$ cat src/rtl/add32_seq.sv
// 32-bit sequential adder that time-shares one 16-bit Brent-Kung adder over two cycles.
// Optional subtract mode is enabled by defining ADD32_SUB_EN (adds the sub input).

module brent_kung16bit (
   input  logic [15:0] a,
   input  logic [15:0] b,
   input  logic        cin,
   output logic [15:0] sum,
   output logic        carry
);

   // Parallel-prefix carry tree: up-sweep builds power-of-two groups, down-sweep fills the gaps.
   always_comb begin : bk_tree
      logic [15:0] w_gg;
      logic [15:0] w_pp;
      logic [15:0] w_pb;
      w_pb = a ^ b;
      w_gg = a & b;
      w_pp = w_pb;
      // Carry-in folds into bit 0 so every group generate already includes it.
      w_gg[0] = w_gg[0] | (w_pb[0] & cin);
      for (int l = 0; l < 4; l++) begin
         for (int i = (2 << l) - 1; i < 16; i += (2 << l)) begin
            w_gg[i] = w_gg[i] | (w_pp[i] & w_gg[i - (1 << l)]);
            w_pp[i] = w_pp[i] & w_pp[i - (1 << l)];
         end
      end
      for (int l = 2; l >= 0; l--) begin
         for (int i = (3 << l) - 1; i < 16; i += (2 << l)) begin
            w_gg[i] = w_gg[i] | (w_pp[i] & w_gg[i - (1 << l)]);
            w_pp[i] = w_pp[i] & w_pp[i - (1 << l)];
         end
      end
      sum   = w_pb ^ {w_gg[14:0], cin};
      carry = w_gg[15];
   end

endmodule

module add32_seq (
   input  logic        clk,
   input  logic        rst,
   input  logic        in_valid,
   output logic        in_ready,
   input  logic [31:0] a,
   input  logic [31:0] b,
   input  logic        cin,
`ifdef ADD32_SUB_EN
   input  logic        sub,
`endif
   output logic        out_valid,
   input  logic        out_ready,
   output logic [31:0] sum,
   output logic        cout,
   output logic        ovf
);

   typedef enum logic [1:0] {
      IDLE = 2'd0,
      LO   = 2'd1,
      HI   = 2'd2,
      DONE = 2'd3
   } state_t;

   state_t      r_state;
   state_t      w_state_nxt;
   logic [31:0] r_a;
   logic [31:0] r_b;
   logic        r_cin;
   logic        r_c16;
   logic [31:0] r_sum;
   logic        r_cout;
   logic        r_ovf;
   logic [31:0] w_b_eff;
   logic        w_cin_eff;
   logic [15:0] w_add_a;
   logic [15:0] w_add_b;
   logic        w_add_cin;
   logic [15:0] w_add_sum;
   logic        w_add_carry;
   logic        w_accept;

`ifdef ADD32_SUB_EN
   logic        r_sub;

   // Subtraction is a + ~b + 1; cout then reads as "no borrow".
   always_comb begin
      if (r_sub) begin
         w_b_eff   = ~r_b;
         w_cin_eff = 1'b1;
      end else begin
         w_b_eff   = r_b;
         w_cin_eff = r_cin;
      end
   end
`else
   assign w_b_eff   = r_b;
   assign w_cin_eff = r_cin;
`endif

   assign in_ready  = (r_state == IDLE);
   assign out_valid = (r_state == DONE);
   assign sum       = r_sum;
   assign cout      = r_cout;
   assign ovf       = r_ovf;
   assign w_accept  = in_valid && (r_state == IDLE);

   // Select which half of the operands feeds the shared adder.
   always_comb begin
      if (r_state == LO) begin
         w_add_a   = r_a[15:0];
         w_add_b   = w_b_eff[15:0];
         w_add_cin = w_cin_eff;
      end else begin
         w_add_a   = r_a[31:16];
         w_add_b   = w_b_eff[31:16];
         w_add_cin = r_c16;
      end
   end

   brent_kung16bit u_bk (
      .a     (w_add_a),
      .b     (w_add_b),
      .cin   (w_add_cin),
      .sum   (w_add_sum),
      .carry (w_add_carry)
   );

   // Next-state logic.
   always_comb begin
      w_state_nxt = r_state;
      case (r_state)
         IDLE:    if (in_valid) w_state_nxt = LO;   else w_state_nxt = IDLE;
         LO:      w_state_nxt = HI;
         HI:      w_state_nxt = DONE;
         DONE:    if (out_ready) w_state_nxt = IDLE; else w_state_nxt = DONE;
         default: w_state_nxt = IDLE;
      endcase
   end

   // State register.
   always_ff @(posedge clk or posedge rst) begin
      if (rst) begin
         r_state <= IDLE;
      end else begin
         r_state <= w_state_nxt;
      end
   end

   // Operand capture and per-half result registers; results hold outside LO/HI.
   always_ff @(posedge clk or posedge rst) begin
      if (rst) begin
         r_a    <= 32'd0;
         r_b    <= 32'd0;
         r_cin  <= 1'b0;
`ifdef ADD32_SUB_EN
         r_sub  <= 1'b0;
`endif
         r_c16  <= 1'b0;
         r_sum  <= 32'd0;
         r_cout <= 1'b0;
         r_ovf  <= 1'b0;
      end else begin
         case (r_state)
            IDLE: begin
               if (w_accept) begin
                  r_a   <= a;
                  r_b   <= b;
                  r_cin <= cin;
`ifdef ADD32_SUB_EN
                  r_sub <= sub;
`endif
               end
            end
            LO: begin
               r_sum[15:0] <= w_add_sum;
               r_c16       <= w_add_carry;
            end
            HI: begin
               r_sum[31:16] <= w_add_sum;
               r_cout       <= w_add_carry;
               // Overflow: like-signed effective operands giving an opposite-signed result.
               r_ovf        <= (r_a[31] == w_b_eff[31]) && (w_add_sum[15] != r_a[31]);
            end
            default: begin
            end
         endcase
      end
   end

endmodule

$ cat config.mk
export PLATFORM = sky130hd
export DESIGN_NAME = add32_seq
export DESIGN_NICKNAME = d
export VERILOG_FILES = /design/src/rtl/add32_seq.sv
export SDC_FILE = /design/constraint.sdc
export NUM_CORES = 1
export LEC_CHECK = 0
export CORE_MARGIN = 1
export CORE_UTILIZATION = 45
export CTS_CLUSTER_DIAMETER = 60
export DETAILED_ROUTE_END_ITERATION = 8
export PLACE_DENSITY = 0.72
export SLEW_MARGIN = 15
export SYNTH_ARGS = -nofsm -noshare
export SYNTH_HDL_FRONTEND = slang
export SYNTH_SLANG_ARGS = --single-unit
$ cat constraint.sdc
create_clock -name clk -period 6.95 [get_ports clk]
set_input_delay 1.0425 -clock clk [delete_from_list [all_inputs] [get_ports clk]]
set_output_delay 1.0425 -clock clk [all_outputs]
set_load 0.03 [all_outputs]
# --- Yosys cells after proc, flatten, opt, wreduce, memory -nomap -nowiden ---
# Cells that the tools add are included.
op_classes:
  n_reduce_logical: 4
  eq_ne: 5
  bitwise: 68
  muxes: 6
ops:
  columns: ["operator", "n"]
  rows:
  - ["bitwise AND 1 bit", 38]
  - ["2-to-1 mux 16 bit", 2]
  - ["XOR 16 bit", 2]
  - ["bitwise OR 1 bit", 27]
  - ["bitwise AND 16 bit", 1]
  - ["one-hot mux 2 bit (4 select lines)", 1]
  - ["== test 2 bit, second input constant", 2]
  - ["== test 2 x 1 -> 1 bit, second input constant", 1]
  - ["logical AND 1 bit", 2]
  - ["logical NOT 2 bit", 1]
  - ["2-to-1 mux 1 bit", 2]
  - ["2-to-1 mux 2 bit", 1]
  - ["AND reduction 2 bit", 1]
  - ["== test 1 bit", 1]
  - ["inequality test 1 bit", 1]
word_totals:
  output_inout_bits: 36
  word_cells: 92
  register_bits: 102
  inputBits: 69

# --- Logic depth before layout (Yosys ltp) ---
# Gate-level depths: netlist of the first run.
depth:
  depth_word: 20
  mapped_depth: 16
  mapped_depth_nobuf: 14

# --- By module ---
# From an unflattened synthesis of the first run, not the netlist that was laid out.
unflattened:
  cells_unflattened: 340
  hier_area_um2: 5121.2
by_module_without_submodules:
  columns: ["mod", "n_inst", "area_each_um2", "cells_each", "seq_area_each_um2"]
  rows:
  - ["add32_seq", 1, 4466.8, 268, 2552.4]
  - ["brent_kung16bit", 1, 654.4, 72, 0.0]

# --- Worst setup path before layout of the first run ---
# OpenSTA, ideal clock, no wires.
synth_path:
  path_type: "register to register"
  start: "register r_state[1]"
  end: "register r_ovf, in the netlist ovf"
  setup_ns: 0.076
  path_stages_with_launch: 17
  setup_slack_ns: 3.102
  period_less_slack_ns: 3.848
  n_path_buf: 2
  arrival_ns: 3.771
  required_time_ns: 6.874
  path_cell_list: "dfrtp_1 > nand2b_1 > buf_8 > buf_2 > mux2_1 > fa_1 > fa_1 > a211oi_2 > o211ai_2 > a41oi_2 > nand3b_4 > nor2b_1 > fa_1 > xor2_1 > and3_1 > nor2_1 > o21ai_1"
synth_between:
  elab_chain_cells: 20
  elab_cells_between_ends: 48
  classes_between: "3 x eq/ne; 3 x mux; 41 x bitwise; 1 x reduce/logical"
synth_rtl:
  columns: ["element", "line", "text"]
  rows:
  - ["from (decl)", "65", "state_t r_state;"]
  - ["from (signal assigned)", "146", "r_state <= w_state_nxt;"]
  - ["== test 2 x 1 -> 1 bit", "110", "if (r_state == LO) begin"]
  - ["2-to-1 mux 16 bit", "110", null]
  - ["XOR 16 bit", "17", "w_pb = a ^ b;"]
  - ["bitwise AND 1 bit", "21", "w_gg[0] = w_gg[0] | (w_pb[0] & cin);"]
  - ["bitwise OR 1 bit", "21", null]
  - ["bitwise AND 1 bit", "24", "w_gg[i] = w_gg[i] | (w_pp[i] & w_gg[i - (1 << l)]);"]
  - ["bitwise OR 1 bit", "24", null]
  - ["bitwise AND 1 bit", "24", null]
  - ["(+4 left out)", null, null]
  - ["bitwise OR 1 bit", "30", "w_gg[i] = w_gg[i] | (w_pp[i] & w_gg[i - (1 << l)]);"]
  - ["bitwise AND 1 bit", "30", null]
  - ["bitwise OR 1 bit", "30", null]
  - ["bitwise AND 1 bit", "30", null]
  - ["bitwise OR 1 bit", "30", null]
  - ["XOR 16 bit", "34", "sum = w_pb ^ {w_gg[14:0], cin};"]
  - ["inequality test 1 bit", "183", "r_ovf <= (r_a[31] == w_b_eff[31]) && (w_add_sum[15] != r_a[31]);"]
  - ["logical AND 1 bit", "183", null]
  - ["to (signal assigned)", "183", null]
  - ["to (decl)", "73", "logic r_ovf;"]
# Parallel ways exist; a longest one is shown, timed or not.
# A chain may end at the register's enable or synchronous reset.

# --- Worst setup path after layout of the first run ---
# Ends and elaborated chain as after synthesis.

==> metrics.cfg, run 1 <==
[worst_setup_path]
crit_path_max_incr_delay_ns = 0.60
cp_common_cell = fa_1
cp.arrival_ns = 4.35
crit_family = simple AND/OR/NAND/NOR gates
reg2reg_from = r_state[1]
reg2regPathDepth = 14
worst_setup_path_end_kind = flop
start_kind = flop
rrSetupSlack_ns = 2.89
crit_type = flop to flop
worstPathRequired_ns = 7.25
rr_endpoint = ovf
cp_cell_sequence = nand2b_2 -> buf_4 -> mux2_1 -> fa_1 -> a211oi_2 -> o211ai_2 -> a41oi_2 -> nand3b_4 -> nor2b_1 -> fa_1 -> xor2_1 -> and3_1 -> nor2_1 -> o21ai_1
crit_fanout = 62
crit_buf_inv = 1
slowest_stage = buf_4

[power_and_ir_drop]
netSwitchingFraction = 0.410
p_switching_mw = 1.41
leakage_nw = 2.84
finalPower_mw = 3.45
power.density_mw_per_mm2 = 544
pwr-share-comb = 0.583
p_clk_frac = 0.103
ir_drop_v = 0.000315
seqPwrFrac = 0.314
p_int_mw = 2.03

[cells_and_area]
fillers = 923
final_area_mm2 = 0.00633
diodes = 0
final_util = 0.582
num-nets-final = 558
synthToLayoutAreaGrowth_pct = 25.4
drive_above_1_share = 0.168

[sta]
slew_viol_final = 0
setup_tns_ns = 0
finClkSkew_ns = 0.0134
finalCritPeriodShare = 0.584
fin_crit_ns = 4.06
setup_violations = 0
tightest_slew_ns = 1.15
max_freq_mhz = 246
holdWs_ns = 0.489
relSlewSlack = 0.231
finalHoldViolations = 0
rsz0062_at_grt = no

[die]
coreArea_mm2 = 0.0109
rows = 38
ios = 105
die_height_um = 108
die_w_um = 108
die_area_mm2 = 0.0117
initial_core_util = 0.464

[synthesis]
synth_top_family_by_area = multiplexers
synth_top_cell_by_area = dfrtp_1
synthesis.instances = 365
synth_area_leaders = dfrtp_1 51%, mux2_4 15%, mux2_1 10%
yosys_warnings = 0
synth_xor_area_frac = 0.0121
synthSimpleGateAreaFrac = 0.0409
synth.distinct_cells = 35
ys_seq_area_frac = 0.505
synth_top_cell_area_share = 0.505
synth_area_per_cell_um2 = 13.8
synth_compound_area_frac = 0.0644
syn-num-nets = 457
synth-adder-area-share = 0.0703
synth_mux_area_frac = 0.268
synth_area_mm2 = 0.00505
ys_ff_latch = 102

[global_routing]
gr-usage-met3 = 0.0380
overflow = 0
grt_pass1_wl_mm = 15.7
grt_max_degree = 69
top_usage_layer = met2
track_usage = 0.178
grtUsageMet1 = 0.241
antenna_found_initial = 0
first_global_vias = 3105
globalRouteMet2Util = 0.290

[route]
detail-route-antenna-nets = 0
vias = 3093
drt-initial-drc-count = 115
dr.pass1.iters = 4
via_per_inst = 5.08
drcViolationCount = 0
wire_per_inst_um = 16.1
routed_wl_mm = 9.78

[clock_tree]
hold_buffers = 0
cts_setup_buffers = 0
clkSlewWorstSetupHoldPaths_ns = 0.09
cts.path.max_buffers = 2
cts_root_buffer = clkbuf_8
cts_num_sinks = 102
cts_tree = done
cts_resized = 0
cts-htree-levels = 3
numCtsBuffers = 9
insertion_delay_ns = 0.36

[min_path]
hp-start = sum[24]
whs_endpoint = sum[24]
hold_class = flop to flop
holdPathStages = 2

[placement]
gp_congestion = 0.725
dp_hpwl_mm = 7.28
placed_area_mm2 = 0.00616
io_buffer_count = 104

[run_status]
status = completed

[job]
maxCapViolCount = 0

## routing by layer
metal  vias up  wire length (µm)
met5         -                 0
met4         0                98
met3         8               421
met2        75              4770
met1      1550              4490
li1       1460                 -
## synth_stat cells (all sizes together)
cell    number
mux2i        4
xnor2        1
dfrtp      102
nand2       31
fa           9
nor2b        1
a21boi       1
nor3         2
and2         2
buf         13
o31ai        2
o21a         2
a41oi        1
ha          14
nor2         6
nand2b       1
mux2       100
a211oi       1
a21oi        8
xor2         6
o21ai       28
inv         15
and3         2
nand3b       1
o211ai       3
clkbuf       4
a31oi        1
a21o         4
## tightest hold or removal path, delay by kind of cell (launching register included)
kind / cells / cell delay (ns)
flops: 1 / 0.35
simple gates: 1 / 0.05
compound gates: 1 / 0.06
## worst max-delay path by stage
stage / from / end / slack (ns) / cells past startpoint
5_1_grt: r_state[1] / ovf / 2.57 / 14
6_report: r_state[1] / ovf / 2.89 / 14
3_5_place_dp: r_state[1] / ovf / 2.87 / 14
3_3_place_gp: r_state[1] / ovf / 2.96 / 14
2_1_floorplan: r_state[1] / ovf / 3.10 / 16
4_1_cts: r_state[1] / ovf / 2.82 / 14
## cell usage in the layout (no fill, tap or decap), drive strengths merged
master,n
fa,9
a21oi,8
nor2,6
ha,14
nor3,2
a41oi,1
o211ai,3
a211oi,1
and3,2
xnor2,1
a21boi,1
mux2i,4
buf,3
nand2b,1
xor2,6
o31ai,2
dfrtp,102
mux2,100
a31oi,1
clkinv,1
clkinvlp,2
nand2,31
and2,2
nand3b,1
a21o,4
inv,15
clkbuf,10
bufinv,1
nor2b,1
clkdlybuf4s50,104
o21ai,28
o21a,2
## cell type report
cell class | instances | area, µm² | area share
clock buffer | 10 | 128 | 0.0201
clock inverter | 4 | 50.0 | 0.00790
inverter | 15 | 58.8 | 0.00928
multi-input combinational | 231 | 2310 | 0.364
sequential | 102 | 2550 | 0.403
tap | 140 | 175 | 0.0277
timing repair buffer | 107 | 1060 | 0.168
## power by group through the flow
stage	clock, mW	sequential, mW	combinational [mW]
floorplan	0	1.21	1.31
global placement	0	1.09	1.95
detailed placement	0	1.10	2.03
CTS	0.363	1.08	2.04
global route	0.387	1.12	2.20
finish	0.356	1.08	2.01
## registers in the layout, indices dropped and copies added, names as in the netlist
signal,cells
cout,1
sum,32
r_b,32
r_a,32
r_state,2
r_c16,1
r_cin,1
ovf,1
## logic make-up after synthesis
group,Yosys count
compound gates,51
flops,102
simple gates,46
mux,104
fa+ha+maj,23
xor+xnor,7
buf+inv,32
## metrics by stage
| step | worst slack [ns] | cells |
|---|---|---|
| 2_1_floorplan | 3.10 | 365 |
| 3_3_place_gp | 2.96 | 595 |
| 3_5_place_dp | 2.87 | 595 |
| 4_1_cts | 2.82 | 609 |
| 5_1_grt | 2.57 | 609 |
| 6_report | 2.89 | 609 |
(Power assumes the default switching activity.)
==> inputs of run 2 (changes only) <==
--- a/config.mk
+++ b/config.mk
@@ -9,7 +9,7 @@
 export CORE_UTILIZATION = 45
 export CTS_CLUSTER_DIAMETER = 60
 export DETAILED_ROUTE_END_ITERATION = 8
-export PLACE_DENSITY = 0.72
+export PLACE_DENSITY = 0.74
 export SLEW_MARGIN = 15
 export SYNTH_ARGS = -nofsm -noshare
 export SYNTH_HDL_FRONTEND = slang
==> constraint.sdc (replaced) <==
create_clock -name clk -period 3.4 [get_ports clk]
set_input_delay 0.51 -clock clk [delete_from_list [all_inputs] [get_ports clk]]
set_output_delay 0.51 -clock clk [all_outputs]
set_load 0.03 [all_outputs]
==> run 2 against run 1 <==
Effect of this change: clock power is 120% higher; highest routed layer unchanged; first-iteration DRC count fell by 22%; combinational power increased by 120%; core utilization increased by 1.6 points; critical path depth did not move; critical path type unchanged; maximum frequency up 21%; via count increased by 1.0%.
==> metrics.cfg, run 2 (synthesis gave the netlist of run 1 again) <==
[cells_and_area]
final_common_cell = clkdlybuf4s50_1
final_cell_mix = 104 x clkdlybuf4s50_1, 102 x dfrtp_1, 52 x mux2_4, 45 x mux2_1, 31 x nand2_1
final_area_mm2 = 0.00651
final_cells = 622
final_util = 0.598
drive_above_1_share = 0.207
num-nets-final = 571
diodes = 0
synthToLayoutAreaGrowth_pct = 28.9

[sta]
relSlewSlack = 0.261
slew_viol_final = 0
finClkSkew_ns = 0.00949
max_freq_mhz = 298
rsz0062_at_grt = yes
finalHoldViolations = 0
setup_violations = 0
tightest_slew_ns = 1.11
fin_crit_ns = 3.35
finalCritPeriodShare = 0.986

[placement]
dpl.cell_count = 603
gp_congestion = 0.749
placed_area_mm2 = 0.00628
dp_hpwl_mm = 7.50
io_buffer_count = 104

[job]
maxCapViolCount = 0

[worst_setup_path]
cp_common_cell = fa_2
worst_setup_path_end_kind = flop
slowest_stage = dfrtp_1
start_kind = flop
cp-startpoint = r_state[1]
crit_fanout = 5
crit_path_max_incr_delay_ns = 0.41
crit_type = flop to flop
cp.arrival_ns = 3.62
cp_cell_sequence = nand2b_4 -> mux2_4 -> fa_2 -> fa_2 -> a211oi_2 -> o211ai_2 -> a41oi_2 -> nand3b_4 -> nor2b_4 -> fa_2 -> xor2_2 -> and3_1 -> nor2_1 -> o21ai_1
worstPathRequired_ns = 3.67
reg2reg_from = r_state[1]

[clock_tree]
cts_tree = done
cts_root_buffer = clkbuf_8
cts_num_sinks = 102
clkSlewWorstSetupHoldPaths_ns = 0.09
hold_buffers = 0
insertion_delay_ns = 0.36
cts-htree-levels = 3
numCtsBuffers = 9
cts.path.max_buffers = 2

[global_routing]
grt_max_degree = 53
first_global_vias = 3245
globalRouteMet2Util = 0.311
overflow = 0
grt_pass1_wl_mm = 16.4
top_usage_layer = met2
grtUsageMet1 = 0.248
antenna_found_initial = 0
track_usage = 0.185
gr-usage-met3 = 0.0392

[die]
rows = 38
die_height_um = 108
initial_core_util = 0.464
coreArea_mm2 = 0.0109
ios = 105
die_w_um = 108
die_area_mm2 = 0.0117

[route]
wire_per_inst_um = 16.0
drcViolationCount = 0
via_per_inst = 5.02
detail-route-antenna-nets = 0
routed_wl_mm = 9.94
vias = 3124
drt-initial-drc-count = 90
dr.pass1.iters = 4

[power_and_ir_drop]
power.density_mw_per_mm2 = 1130
leakage_nw = 2.95
ir_drop_v = 0.000481
finalPower_mw = 7.36

[run_status]
status = completed

[min_path]
hold_class = flop to flop
hp-start = sum[31]

==> run 2: cell types whose count changed in the layout (fill, tap and decap cells not counted), sizes merged <==
cell and change:
clkinvlp -2, inv +2, buf +13
==> run 2: metrics by stage <==
stage                     setup TNS, ns  hold slack, ns  setup WS (ns)
after floorplan                  -0.162           0.454         -0.141
after global placement                0           0.464         0.0332
after detailed placement       -0.00292           0.470       -0.00292
after CTS                             0           0.491        0.00195
after global routing             -0.296           0.517         -0.164
final                                 0           0.486         0.0465
==> run 2: where the power goes <==
part | internal, mW | switching [mW] | leakage, nW | total, mW
Sequential | 1.84 | 0.367 | 1.23 | 2.21
Clock | 0.360 | 0.410 | 0.0992 | 0.769
Combinational | 2.19 | 2.20 | 1.62 | 4.38
==> run 2: timing repair <==
item / CTS / global route
hold endpoints to repair: 0 / 0
buffers inserted: 3 / 2
pin swaps: 5 / 2
resized for setup: 1 / 0
endpoints found under the setup margin: 1 / 4
==> run 2: area by class of cell <==
type / count / area, µm²
Clock inverter: 4 / 56.3
Clock buffer: 10 / 138
Tap cell: 140 / 175
Multi-Input combinational cell: 231 / 2340
Inverter: 15 / 58.8
Fill cell: 869 / 4380
Sequential cell: 102 / 2550
Timing Repair Buffer: 120 / 1190
==> run 2: worst max-delay path, delay by kind of cell (launching register included) <==
family | cells | cell delay (ns)
AND/OR/NAND/NOR | 5 | 0.72
XOR/XNOR | 1 | 0.17
AO/OA/AOI/OAI | 4 | 0.68
flip-flops | 1 | 0.41
adder cells (fa/ha/maj) | 3 | 0.97
multiplexers | 1 | 0.32
==> run 2: final timing paths <==
path / cells after the start / to / slack [ns]
worst max-delay path: 14 / ovf / 0.05
worst min-delay path: 2 / sum[31] / 0.49
worst max register to register: 14 / ovf / 0.05
worst min register to register: 2 / sum[31] / 0.49
max in group asynchronous: 3 / r_b[24] / 2.09
min in group asynchronous: 2 / sum[8] / 0.58
==> run 2: layer usage <==
layer  part of all wire  vias to the layer above  wire (µm)
met5                  0                        -          0
met4             0.0079                        0         79
met3              0.035                        8        349
met2               0.50                       70       4970
met1               0.46                     1553       4540
li1                   -                     1493          -
==> inputs of run 3 (changes only) <==
--- a/config.mk
+++ b/config.mk
@@ -5,6 +5,7 @@
 export SDC_FILE = /design/constraint.sdc
 export NUM_CORES = 1
 export LEC_CHECK = 0
+export ABC_CLOCK_PERIOD_IN_PS = 3400
 export CORE_MARGIN = 1
 export CORE_UTILIZATION = 45
 export CTS_CLUSTER_DIAMETER = 60
==> results of run 3 <==
Final layout, timing and power as in run 2 (identical DEF).
